`config.mk`:
```
export PLATFORM = sky130hd
export DESIGN_NAME = intpol2_d4_fifo_out_iq_flat
export DESIGN_NICKNAME = d
export VERILOG_FILES = /design/src/rtl/intpol2_d4_fifo_out_iq_if.sv /design/src/rtl/intpol2_d4_fifo_out_iq.sv /design/src/flat_wrapper.sv
export SDC_FILE = /design/constraint.sdc
export NUM_CORES = 1
export LEC_CHECK = 0
export CAP_MARGIN = 15
export CELL_PAD_IN_SITES_DETAIL_PLACEMENT = 0
export CELL_PAD_IN_SITES_GLOBAL_PLACEMENT = 1
export CORE_AREA = 10 10 203 205
export CTS_BUF_LIST = sky130_fd_sc_hd__clkbuf_8
export DETAILED_ROUTE_END_ITERATION = 6
export DIE_AREA = 0 0 213 215
export PLACE_DENSITY = 0.76
export REMOVE_ABC_BUFFERS = 1
export SYNTH_ARGS = -nofsm -noshare
export SYNTH_HDL_FRONTEND = slang
export SYNTH_SLANG_ARGS = --single-unit
export TNS_END_PERCENT = 10
```
`constraint.sdc`:
```
create_clock -name clk -period 8.75 [get_ports clk]
set_input_delay 1.75 -clock clk [delete_from_list [all_inputs] [get_ports clk]]
set_output_delay 1.75 -clock clk [all_outputs]
set_load 0.005 [all_outputs]
```
`src/rtl/intpol2_d4_fifo_out_iq_if.sv`:
```
// I/Q output FIFO bus: core-side write port, consumer-side read port and status flags.
interface intpol2_d4_fifo_out_iq_if #(
  parameter int DATAPATH_WIDTH = 12,
  parameter int ADDR_WIDTH     = 4
);
  logic                             clear;
  logic                             wr_en;
  logic signed [DATAPATH_WIDTH-1:0] I_in;
  logic signed [DATAPATH_WIDTH-1:0] Q_in;
  logic                             rd_en;
  logic signed [DATAPATH_WIDTH-1:0] I_out;
  logic signed [DATAPATH_WIDTH-1:0] Q_out;
  logic                             valid_o;
  logic                             Empty_o;
  logic                             Full_o;
  logic                             Afull_o;
  logic [ADDR_WIDTH:0]              count_o;
  logic                             overflow_o;
  logic                             underflow_o;

  modport master (
    output clear, wr_en, I_in, Q_in, rd_en,
    input  I_out, Q_out, valid_o, Empty_o, Full_o, Afull_o, count_o, overflow_o, underflow_o
  );

  modport slave (
    input  clear, wr_en, I_in, Q_in, rd_en,
    output I_out, Q_out, valid_o, Empty_o, Full_o, Afull_o, count_o, overflow_o, underflow_o
  );
endinterface

```
`src/rtl/intpol2_d4_fifo_out_iq.sv`:
```
// Dual-channel I/Q output FIFO behind the quadratic interpolator; registered read port,
// occupancy counter with empty/full/almost-full decodes and sticky over/underflow flags.
module intpol2_d4_fifo_out_iq #(
  parameter int DATAPATH_WIDTH = 12,
  parameter int ADDR_WIDTH     = 4,
  parameter int AFULL_MARGIN   = 4
) (
  input logic                   clk,
  input logic                   rstn,
  intpol2_d4_fifo_out_iq_if.slave bus
);
  localparam int DEPTH = 1 << ADDR_WIDTH;
  localparam int DW    = DATAPATH_WIDTH;

  logic [2*DW-1:0]     mem [DEPTH];
  logic [ADDR_WIDTH-1:0] wr_ptr, rd_ptr;
  logic [ADDR_WIDTH:0]   count;
  logic signed [DW-1:0]  i_q, q_q;
  logic                  vld, ovf, unf;
  logic                  empty, full, rd_acc, wr_acc;

  assign empty  = (count == '0);
  assign full   = (count == (ADDR_WIDTH+1)'(DEPTH));
  // Full implies non-empty, so a concurrent read always frees the slot being written.
  assign rd_acc = bus.rd_en & ~empty;
  assign wr_acc = bus.wr_en & (~full | rd_acc);

  // Storage carries no reset; contents are meaningless until written.
  always_ff @(posedge clk) begin
    if (wr_acc && !bus.clear) mem[wr_ptr] <= {bus.I_in, bus.Q_in};
  end

  always_ff @(posedge clk or negedge rstn) begin
    if (!rstn) begin
      wr_ptr <= '0;
      rd_ptr <= '0;
      count  <= '0;
      i_q    <= '0;
      q_q    <= '0;
      vld    <= 1'b0;
      ovf    <= 1'b0;
      unf    <= 1'b0;
    end else if (bus.clear) begin
      wr_ptr <= '0;
      rd_ptr <= '0;
      count  <= '0;
      vld    <= 1'b0;
      ovf    <= 1'b0;
      unf    <= 1'b0;
    end else begin
      vld <= rd_acc;
      if (wr_acc) wr_ptr <= wr_ptr + 1'b1;
      if (rd_acc) begin
        rd_ptr <= rd_ptr + 1'b1;
        i_q    <= mem[rd_ptr][2*DW-1:DW];
        q_q    <= mem[rd_ptr][DW-1:0];
      end
      case ({wr_acc, rd_acc})
        2'b10:   count <= count + 1'b1;
        2'b01:   count <= count - 1'b1;
        default: count <= count;
      endcase
      if (bus.wr_en && !wr_acc) ovf <= 1'b1;
      if (bus.rd_en && !rd_acc) unf <= 1'b1;
    end
  end

  assign bus.I_out       = i_q;
  assign bus.Q_out       = q_q;
  assign bus.valid_o     = vld;
  assign bus.Empty_o     = empty;
  assign bus.Full_o      = full;
  assign bus.Afull_o     = (count >= (ADDR_WIDTH+1)'(DEPTH - AFULL_MARGIN));
  assign bus.count_o     = count;
  assign bus.overflow_o  = ovf;
  assign bus.underflow_o = unf;
endmodule

```
`src/flat_wrapper.sv`:
```
// flat-port wrapper written by rule: the top's interface ports become plain ports
module intpol2_d4_fifo_out_iq_flat 
#(
  parameter int DATAPATH_WIDTH = 12,
  parameter int ADDR_WIDTH     = 4,
  parameter int AFULL_MARGIN   = 4
)
  (clk, rstn, bus_clear, bus_wr_en, bus_I_in, bus_Q_in, bus_rd_en, bus_I_out, bus_Q_out, bus_valid_o, bus_Empty_o, bus_Full_o, bus_Afull_o, bus_count_o, bus_overflow_o, bus_underflow_o);
  intpol2_d4_fifo_out_iq_if #(.DATAPATH_WIDTH(DATAPATH_WIDTH), .ADDR_WIDTH(ADDR_WIDTH)) bus_i ();
  input logic clk;
  input logic rstn;
  input wire logic [$bits(bus_i.clear)-1:0] bus_clear;
  input wire logic [$bits(bus_i.wr_en)-1:0] bus_wr_en;
  input wire logic [$bits(bus_i.I_in)-1:0] bus_I_in;
  input wire logic [$bits(bus_i.Q_in)-1:0] bus_Q_in;
  input wire logic [$bits(bus_i.rd_en)-1:0] bus_rd_en;
  output wire logic [$bits(bus_i.I_out)-1:0] bus_I_out;
  output wire logic [$bits(bus_i.Q_out)-1:0] bus_Q_out;
  output wire logic [$bits(bus_i.valid_o)-1:0] bus_valid_o;
  output wire logic [$bits(bus_i.Empty_o)-1:0] bus_Empty_o;
  output wire logic [$bits(bus_i.Full_o)-1:0] bus_Full_o;
  output wire logic [$bits(bus_i.Afull_o)-1:0] bus_Afull_o;
  output wire logic [$bits(bus_i.count_o)-1:0] bus_count_o;
  output wire logic [$bits(bus_i.overflow_o)-1:0] bus_overflow_o;
  output wire logic [$bits(bus_i.underflow_o)-1:0] bus_underflow_o;
  assign bus_i.clear = bus_clear;
  assign bus_i.wr_en = bus_wr_en;
  assign bus_i.I_in = bus_I_in;
  assign bus_i.Q_in = bus_Q_in;
  assign bus_i.rd_en = bus_rd_en;
  assign bus_I_out = bus_i.I_out;
  assign bus_Q_out = bus_i.Q_out;
  assign bus_valid_o = bus_i.valid_o;
  assign bus_Empty_o = bus_i.Empty_o;
  assign bus_Full_o = bus_i.Full_o;
  assign bus_Afull_o = bus_i.Afull_o;
  assign bus_count_o = bus_i.count_o;
  assign bus_overflow_o = bus_i.overflow_o;
  assign bus_underflow_o = bus_i.underflow_o;
  intpol2_d4_fifo_out_iq #(.DATAPATH_WIDTH(DATAPATH_WIDTH), .ADDR_WIDTH(ADDR_WIDTH), .AFULL_MARGIN(AFULL_MARGIN)) u_core (.clk(clk), .rstn(rstn), .bus(bus_i));
endmodule
```
### After elaboration in Yosys (flattened, before gate mapping)

Memory sizes are Yosys's and may differ from the RTL's. A register that Yosys moved wholly into a read port is not among the register bits.
Cells that the tools add are included.

* $add $sub $neg: 4
* $lt $le $gt $ge: 1
* equal/unequal tests: 3
* multiplexer cells: 13
* bitwise operators: 6
* reduce and logical (&&, ||, !) cells: 14

Operators by type and width (number)
* 4-bit 2-to-1 mux: 4
* 5-bit one-hot mux with 2 select lines: 1
* 4-bit by 1-bit adder with 4-bit output (second input constant): 2
* 2-bit nonzero test: 4
* 1-bit 2-to-1 mux: 7
* 5-bit by 1-bit adder with 5-bit output (second input constant): 1
* 5-bit equality test (second input constant): 1
* 5-bit by 4-bit >= comparator with 1-bit output (second input constant): 1
* 5-bit logical NOT: 1
* 5-bit 2-to-1 mux: 1
* 5-bit by 1-bit subtractor with 5-bit output (second input constant): 1
* 1-bit logical NOT: 4
* 1-bit logical AND: 3
* 1-bit inverter: 3
* 3-bit nonzero test: 1
* 1-bit bitwise AND: 2
* 2-bit by 1-bit equality test with 1-bit output (second input constant): 1
* 2-bit equality test (second input constant): 1
* 2-bit AND reduction: 1
* 1-bit bitwise OR: 1

* bits in registers: 16
* RAM bits: 384
* memories: 1

Memory list
* u_core.mem: words 16, width 24, rd ports 1, clocked after Yosys merged registers in 1, wr ports 1, line intpol2_d4_fifo_out_iq.sv:15 `logic [2*DW-1:0] mem [DEPTH];`

### Longest topological paths before layout

Gate-level depths: netlist (run 1).

* word-level depth: 9
* mapped depth: 11

### Worst setup path after synthesis (run 1)

OpenSTA, ideal clock, no wires.

* path type: input to register
* start point: input bus_wr_en
* end point: memory u_core.mem[3][0] (netlist name) (enable)
* setup time: 0.435 ns
* arrival: 4.030 ns
* path slack: 4.284 ns
* cell stages on the path: 5
* path buffers: 1
* cell sequence: buf_2 -> o21ai_0 -> nor2_1 -> nand2_1 -> nor3_1

* word-level cells in the longest chain between the ends: 4

Ends and longest elaborated chain
* from (decl): line flat_wrapper.sv:13 `input wire logic [$bits(bus_i.wr_en)-1:0] bus_wr_en;`
* 1-bit bitwise AND: line intpol2_d4_fifo_out_iq.sv:26 `assign wr_acc = bus.wr_en & (~full | rd_acc);`
* 1-bit logical AND: line intpol2_d4_fifo_out_iq.sv:30 `if (wr_acc && !bus.clear) mem[wr_ptr] <= {bus.I_in, bus.Q_in};`
* 1-bit 2-to-1 mux: line intpol2_d4_fifo_out_iq.sv:30
* 1-bit 2-to-1 mux (implied by the code): line intpol2_d4_fifo_out_iq.sv:30
* to (decl): line intpol2_d4_fifo_out_iq.sv:15

No other way between the ends.

### Final worst setup path (run 1)

* start point: register u_core.count[1], in the netlist u_core.bus.count_o[1]
* end point: output bus_Empty_o

* word-level cells in the longest chain between the ends: 1

Ends and longest elaborated chain
* from (decl): line intpol2_d4_fifo_out_iq.sv:17 `logic [ADDR_WIDTH:0] count;`
* from (signal assigned): line intpol2_d4_fifo_out_iq.sv:59 `2'b10: count <= count + 1'b1;`
* from (signal assigned): line intpol2_d4_fifo_out_iq.sv:60 `2'b01: count <= count - 1'b1;`
* from (signal assigned): line intpol2_d4_fifo_out_iq.sv:61 `default: count <= count;`
* 5-bit logical NOT: line intpol2_d4_fifo_out_iq.sv:22 `assign empty = (count == '0);`
* to (decl): line flat_wrapper.sv:20 `output wire logic [$bits(bus_i.Empty_o)-1:0] bus_Empty_o;`

No other way between the ends.

==> flow_summary.yaml, run 1 <==
floorplanning:
  fp-row-count: 71
  die_y_um: 215
  initial_utilization_pct: 44.4
  dieArea_mm2: 0.0458
  die_w_um: 213
  core-area_mm2: 0.0372
  num_io_pins: 64
setup_path:
  worstPathRequired_ns: 7.00
  arrival_ns: 2.35
  crit_type: "register to primary output"
  ff2ff_setup_slack_ns: 5.56
  cp_max_fo: 7
  end_kind: "primary output"
  rr_startpoint: "u_core.rd_ptr[1]"
  timing.rr.end: "u_core.bus.I_out[8]"
  ff2ff_path_depth: 4
  crit_path_start_kind: "register"
finish:
  mostFrequentLayoutCells: "edfxtp_1, mux4_2, clkbuf_8"
  antenna-diode-count: 0
  final_common_cell: "edfxtp_1"
  nets: 909
  final_layout_size_suffix_gt1_share_pct: 25.8
  syn2layout_area_growth_pct: 14.6
  fillers: 2926
clock_network:
  cts_hold_buf: 0
  cts_max_path_buffers: 3
  cts.sinks: 424
  numCtsBuffers: 69
  postCtsSetupRepairBufs: 0
  cts.repair.resized: 0
  cts_root_buf: "clkbuf_8"
  clkLatencyLatePin_ns: 0.56
  h-tree-depth: 3
  cts_tree: "built"
  clk_pin_slew_ns: 0.05
power_and_ir_drop:
  power_leakage_nw: 6.06
  cellPowerDensity_mw_per_mm2: 249
  ir_drop_uv: 107
timing:
  min_period_ns: 4.10
  drv_slew: 0
  rsz0062_at_grt: "false"
  setup_tns_ns: 0
  max_freq_ghz: 0.244
  hold_viol_final: 0
  maxSlewHeadroom_pct: 37.6
  clock_skew_ns: 0.0159
  finalCritPeriodShare_pct: 46.8
  layout_setup_ws_ns: 4.65
  worst_slew_pin_slew_ns: 0.936
  setup_violations: 0
routing:
  ant_nets: 0
  drc: 0
  drt_wl_total_um: 33600
  drtIter0Drc: 600
  first_pass_iters: 5
  route.vias.total: 7761
  wire_per_inst_um: 24.1
  post_drt_via_cell_ratio: 5.57
synth:
  synth_warnings: 0
  syn_area_per_cell_um2: 21.5
  synth_cell_types: 38
  async_flop_share_pct: 9.43
  synth_area_leader_cell: "edfxtp_1"
  syn-cell-area_mm2: 0.0165
  synth_edf_count: 384
  synth_top_cell_area_share_pct: 69.8
  synth-seq-cells: 424
  ys_seq_area_share_pct: 75.8
  synth_flop_cell: "edfxtp_1"
  yosys-top-cells-area: "edfxtp_1, mux4_2, dfrtp_1, mux2i_1, o221ai_2"
  synth_cells: 768
placed_design:
  pre_cts_ws_ns: 4.21
  portBuffers: 63
  routabilityCongestion: 0.709
  hpwl_um: 19900
global_route:
  grtUsageTotal_pct: 14.8
  overflow: 0
  grt_pass1_vias: 8113
  grt_first_pass_wirelength_um: 51000
  grt_start_max_net_pins: 54
  antenna_found_initial: 0
status:
  status: "complete, no violations"
run:
  drv_cap: 0
hold_path:
  min_path_type: "register to register"
  whs_path_depth: 2
  hold_start: "u_core.bus.Q_out[4]"
  hold_path_end: "u_core.bus.Q_out[4]"
## synthesized netlist by cell type, types with 4 or more instances
cell type  number
mux2i_1        49
nor3_1          4
a21oi_1         7
or3_1           4
inv_1           7
nand2_1        35
o221ai_2       20
buf_2          17
nand2b_1        6
mux2_2          4
nand3_1         4
dfrtp_1        40
edfxtp_1      384
nor2_1         29
ha_1            8
xor2_1          5
mux4_2         96
o221ai_1        5
clkbuf_1       18
## power breakdown
part	total (mW)	switching [mW]	internal [mW]
combinational	0.798	0.385	0.413
clock	1.53	0.725	0.806
sequential	2.39	0.0949	2.30
## through the flow
step | area (um2) | power [mW] | hold slack [ns] | util, % | cells
floorplan | 16300 | 2.92 | 0.480 | - | 726
global placement | 17700 | 3.24 | 0.475 | 47.6 | 1274
detailed placement | 17700 | 3.25 | 0.477 | 47.6 | 1274
CTS | 18900 | 4.78 | 0.492 | 50.9 | 1393
global route | 18900 | 4.94 | 0.513 | 50.9 | 1393
finish | 18900 | 4.72 | 0.490 | 50.9 | 1393
## layout make-up
type	instances	area (um2)	share of cell area, %
clock buffers	74	1020	5.38
repair buffers	74	708	3.74
multi-input cells	294	3840	20.3
flip-flops and latches	424	12500	66.2
clock inverters	45	211	1.12
well taps	474	593	3.13
inverters	8	32.5	0.172
## registers in the layout, indices dropped and copies added, names as in the netlist
name	flops
u_core.bus.I_out	12
u_core.bus.Q_out	12
u_core.bus.count_o	5
u_core.bus.overflow_o	1
u_core.bus.underflow_o	1
u_core.bus.valid_o	1
u_core.mem	384
u_core.rd_ptr	4
u_core.wr_ptr	4
## critical path: stages (launching register included)
cell and delay (ns):
dfrtp_1 0.43, or4_4 0.62, nor2_1 0.19, clkdlybuf4s50_1 0.54
## worst max-delay path by stage
stage | startpoint | slack, ns | end
floorplan | u_core.rd_ptr[1] | 3.85 | u_core.bus.I_out[0]
global placement | bus_rd_en | 4.25 | u_core.mem[11][12]
detailed placement | bus_rd_en | 4.21 | u_core.mem[7][17]
CTS | u_core.bus.count_o[1] | 4.62 | bus_Empty_o
global route | u_core.bus.count_o[0] | 4.53 | bus_Empty_o
finish | u_core.bus.count_o[1] | 4.65 | bus_Empty_o
## per-layer routing
layer / vias up / GRT usage [%] / wire, um
li1: 3374 / - / -
met1: 4105 / 21.0 / 14800
met2: 232 / 22.7 / 16100
met3: 50 / 3.48 / 2130
met4: 0 / 3.76 / 528
met5: - / 0 / 0
## cells by family after synthesis
| logic type | count (synthesis) | synth area share (%) |
|---|---|---|
| XOR/XNOR | 7 | 0.371 |
| buffers and inverters | 50 | 1.64 |
| flip-flops | 424 | 75.8 |
| AND/OR/NAND/NOR | 88 | 2.42 |
| adder cells (fa/ha/maj) | 9 | 0.727 |
| AO/OA/AOI/OAI | 41 | 2.70 |
| multiplexers | 149 | 16.3 |
(Power assumes the default switching activity.)
==> run 2: changes to the inputs <==
--- a/config.mk
+++ b/config.mk
@@ -12,7 +12,7 @@
 export CTS_BUF_LIST = sky130_fd_sc_hd__clkbuf_8
 export DETAILED_ROUTE_END_ITERATION = 6
 export DIE_AREA = 0 0 213 215
-export PLACE_DENSITY = 0.76
+export PLACE_DENSITY = 0.78
 export REMOVE_ABC_BUFFERS = 1
 export SYNTH_ARGS = -nofsm -noshare
 export SYNTH_HDL_FRONTEND = slang
==> constraint.sdc (replaced) <==
create_clock -name clk -period 3.5 [get_ports clk]
set_input_delay 0.7 -clock clk [delete_from_list [all_inputs] [get_ports clk]]
set_output_delay 0.7 -clock clk [all_outputs]
set_load 0.005 [all_outputs]
==> run 2 against run 1 <==
Against the previous run: sequential power increased by 150%; wire length decreased by 2.2%; die area unchanged; register-to-register slack got worse by 4.8 ns; design area increased by 1.5%; worst setup slack got worse by 4.3 ns; sequential share of layout area decreased by 0.95 points; cell count increased by 2.1%; flip-flop and latch count unchanged; clock power increased by 150%; combinational power increased by 150%; worst hold slack got worse by 0.31 ns; critical path type unchanged.
==> flow_summary.yaml, run 2 (synthesis results as in run 1) <==
setup_path:
  crit_path_start_kind: "register"
  crit_type: "register to primary output"
  end_kind: "primary output"
  cp_max_fo: 7
  arrival_ns: 2.40
  worstPathRequired_ns: 2.80
finish:
  mostFrequentLayoutCells: "edfxtp_1, mux4_2, clkbuf_8"
  nets: 934
  regMostFlops: "u_core.mem"
  final_common_cell: "edfxtp_1"
  largest_reg_flops: 384
  antenna-diode-count: 0
  final_layout_size_suffix_gt1_share_pct: 28.1
  syn2layout_area_growth_pct: 16.3
global_route:
  overflow: 0
  antenna_found_initial: 0
  grt_pass1_vias: 8328
  grt_start_max_net_pins: 63
  grtUsageTotal_pct: 14.6
  grt_first_pass_wirelength_um: 50400
clock_network:
  cts_tree: "built"
  numCtsBuffers: 69
  cts_max_path_buffers: 3
  cts_hold_buf: 0
  clkLatencyLatePin_ns: 0.57
  cts.sinks: 424
  cts_root_buf: "clkbuf_8"
  postCtsSetupRepairBufs: 0
  h-tree-depth: 3
  clk_pin_slew_ns: 0.06
  cts.repair.resized: 0
timing:
  layout_setup_ws_ns: 0.405
  setup_violations: 0
  worst_slew_pin_slew_ns: 0.937
  hold_viol_final: 0
  clock_skew_ns: 0.0186
  drv_slew: 0
  max_freq_ghz: 0.323
  rsz0062_at_grt: "false"
  maxSlewHeadroom_pct: 37.5
  timing.hold.ws_ns: 0.183
  setup_tns_ns: 0
  finalCritPeriodShare_pct: 88.4
  min_period_ns: 3.10
floorplanning:
  initial_utilization_pct: 44.4
  num_io_pins: 64
  die_y_um: 215
  core-area_mm2: 0.0372
  fp-row-count: 71
  dieArea_mm2: 0.0458
  die_w_um: 213
routing:
  post_drt_via_cell_ratio: 5.46
  route.vias.total: 7761
  ant_nets: 0
  drtIter0Drc: 579
  drt_wl_total_um: 32900
  drc: 0
  wire_per_inst_um: 23.1
  first_pass_iters: 4
power_and_ir_drop:
  power.total_mw: 11.7
  cellPowerDensity_mw_per_mm2: 610
  ir_drop_uv: 246
  power_leakage_nw: 6.20
run:
  drv_cap: 0
status:
  status: "complete, no violations"
placed_design:
  portBuffers: 63
  pre_cts_ws_ns: 0.389
  hpwl_um: 19300
  routabilityCongestion: 0.741
hold_path:
  min_path_type: "input port to async pin"
[run 2: changes by cell type in the layout (fill, tap and decap cells not counted)]
cell / before / now
inv_1: 36 / 32
clkinvlp_4: 1 / 3
buf_12: 0 / 11
nor2_2: 0 / 8
nor2_4: 12 / 4
buf_4: 11 / 25
clkinv_2: 2 / 8
clkinv_1: 10 / 14
clkbuf_8: 74 / 70
[run 2: cell type report]
class,count,area (um2)
Timing Repair Buffer,99,1030
Inverter,8,32.5
Fill cell,2839,18000
Sequential cell,424,12500
Clock inverter,53,256
Tap cell,474,593
Multi-Input combinational cell,294,3800
Clock buffer,70,963
[run 2: report_power, final]
group | switching, mW | internal, mW | total, mW
registers | 0.225 | 5.74 | 5.97
logic | 0.907 | 1.07 | 1.97
clock network | 1.84 | 1.94 | 3.78
[run 2: through the flow]
step	area, um2	std cells	util (%)
2_1_floorplan	16300	726	-
3_3_place_gp	18000	1299	48.3
3_5_place_dp	18000	1299	48.3
4_1_cts	19200	1422	51.6
5_1_grt	19200	1422	51.6
6_report	19200	1422	51.6
[run 2: final timing paths]
check / from / to / slack (ns) / cells after the start
min reg2reg: u_core.bus.Q_out[2] / u_core.bus.Q_out[2] / 0.49 / 2
min: rstn / u_core.bus.count_o[1] / 0.18 / 1
min in group clk: u_core.bus.Q_out[2] / u_core.bus.Q_out[2] / 0.49 / 2
max reg2reg: u_core.bus.count_o[0] / u_core.bus.count_o[4] / 0.73 / 10
max: u_core.bus.count_o[0] / bus_Empty_o / 0.40 / 3
max in group asynchronous: rstn / u_core.bus.I_out[2] / 2.57 / 2
[run 2: worst max-delay path, stage by stage, from the launching register on]
cell             delay, ns
dfrtp_1               0.45
or4_4                 0.60
nor2_1                0.22
clkdlybuf4s50_1       0.56
[run 2: metal layers]
metal  global-route usage, %  wire length, um  up-vias
met4                    3.95              414        0
met5                       0                0        -
met1                    19.3            14100     4112
met2                    23.8            16500      195
met3                    3.41             1850       30
li1                        -                -     3424
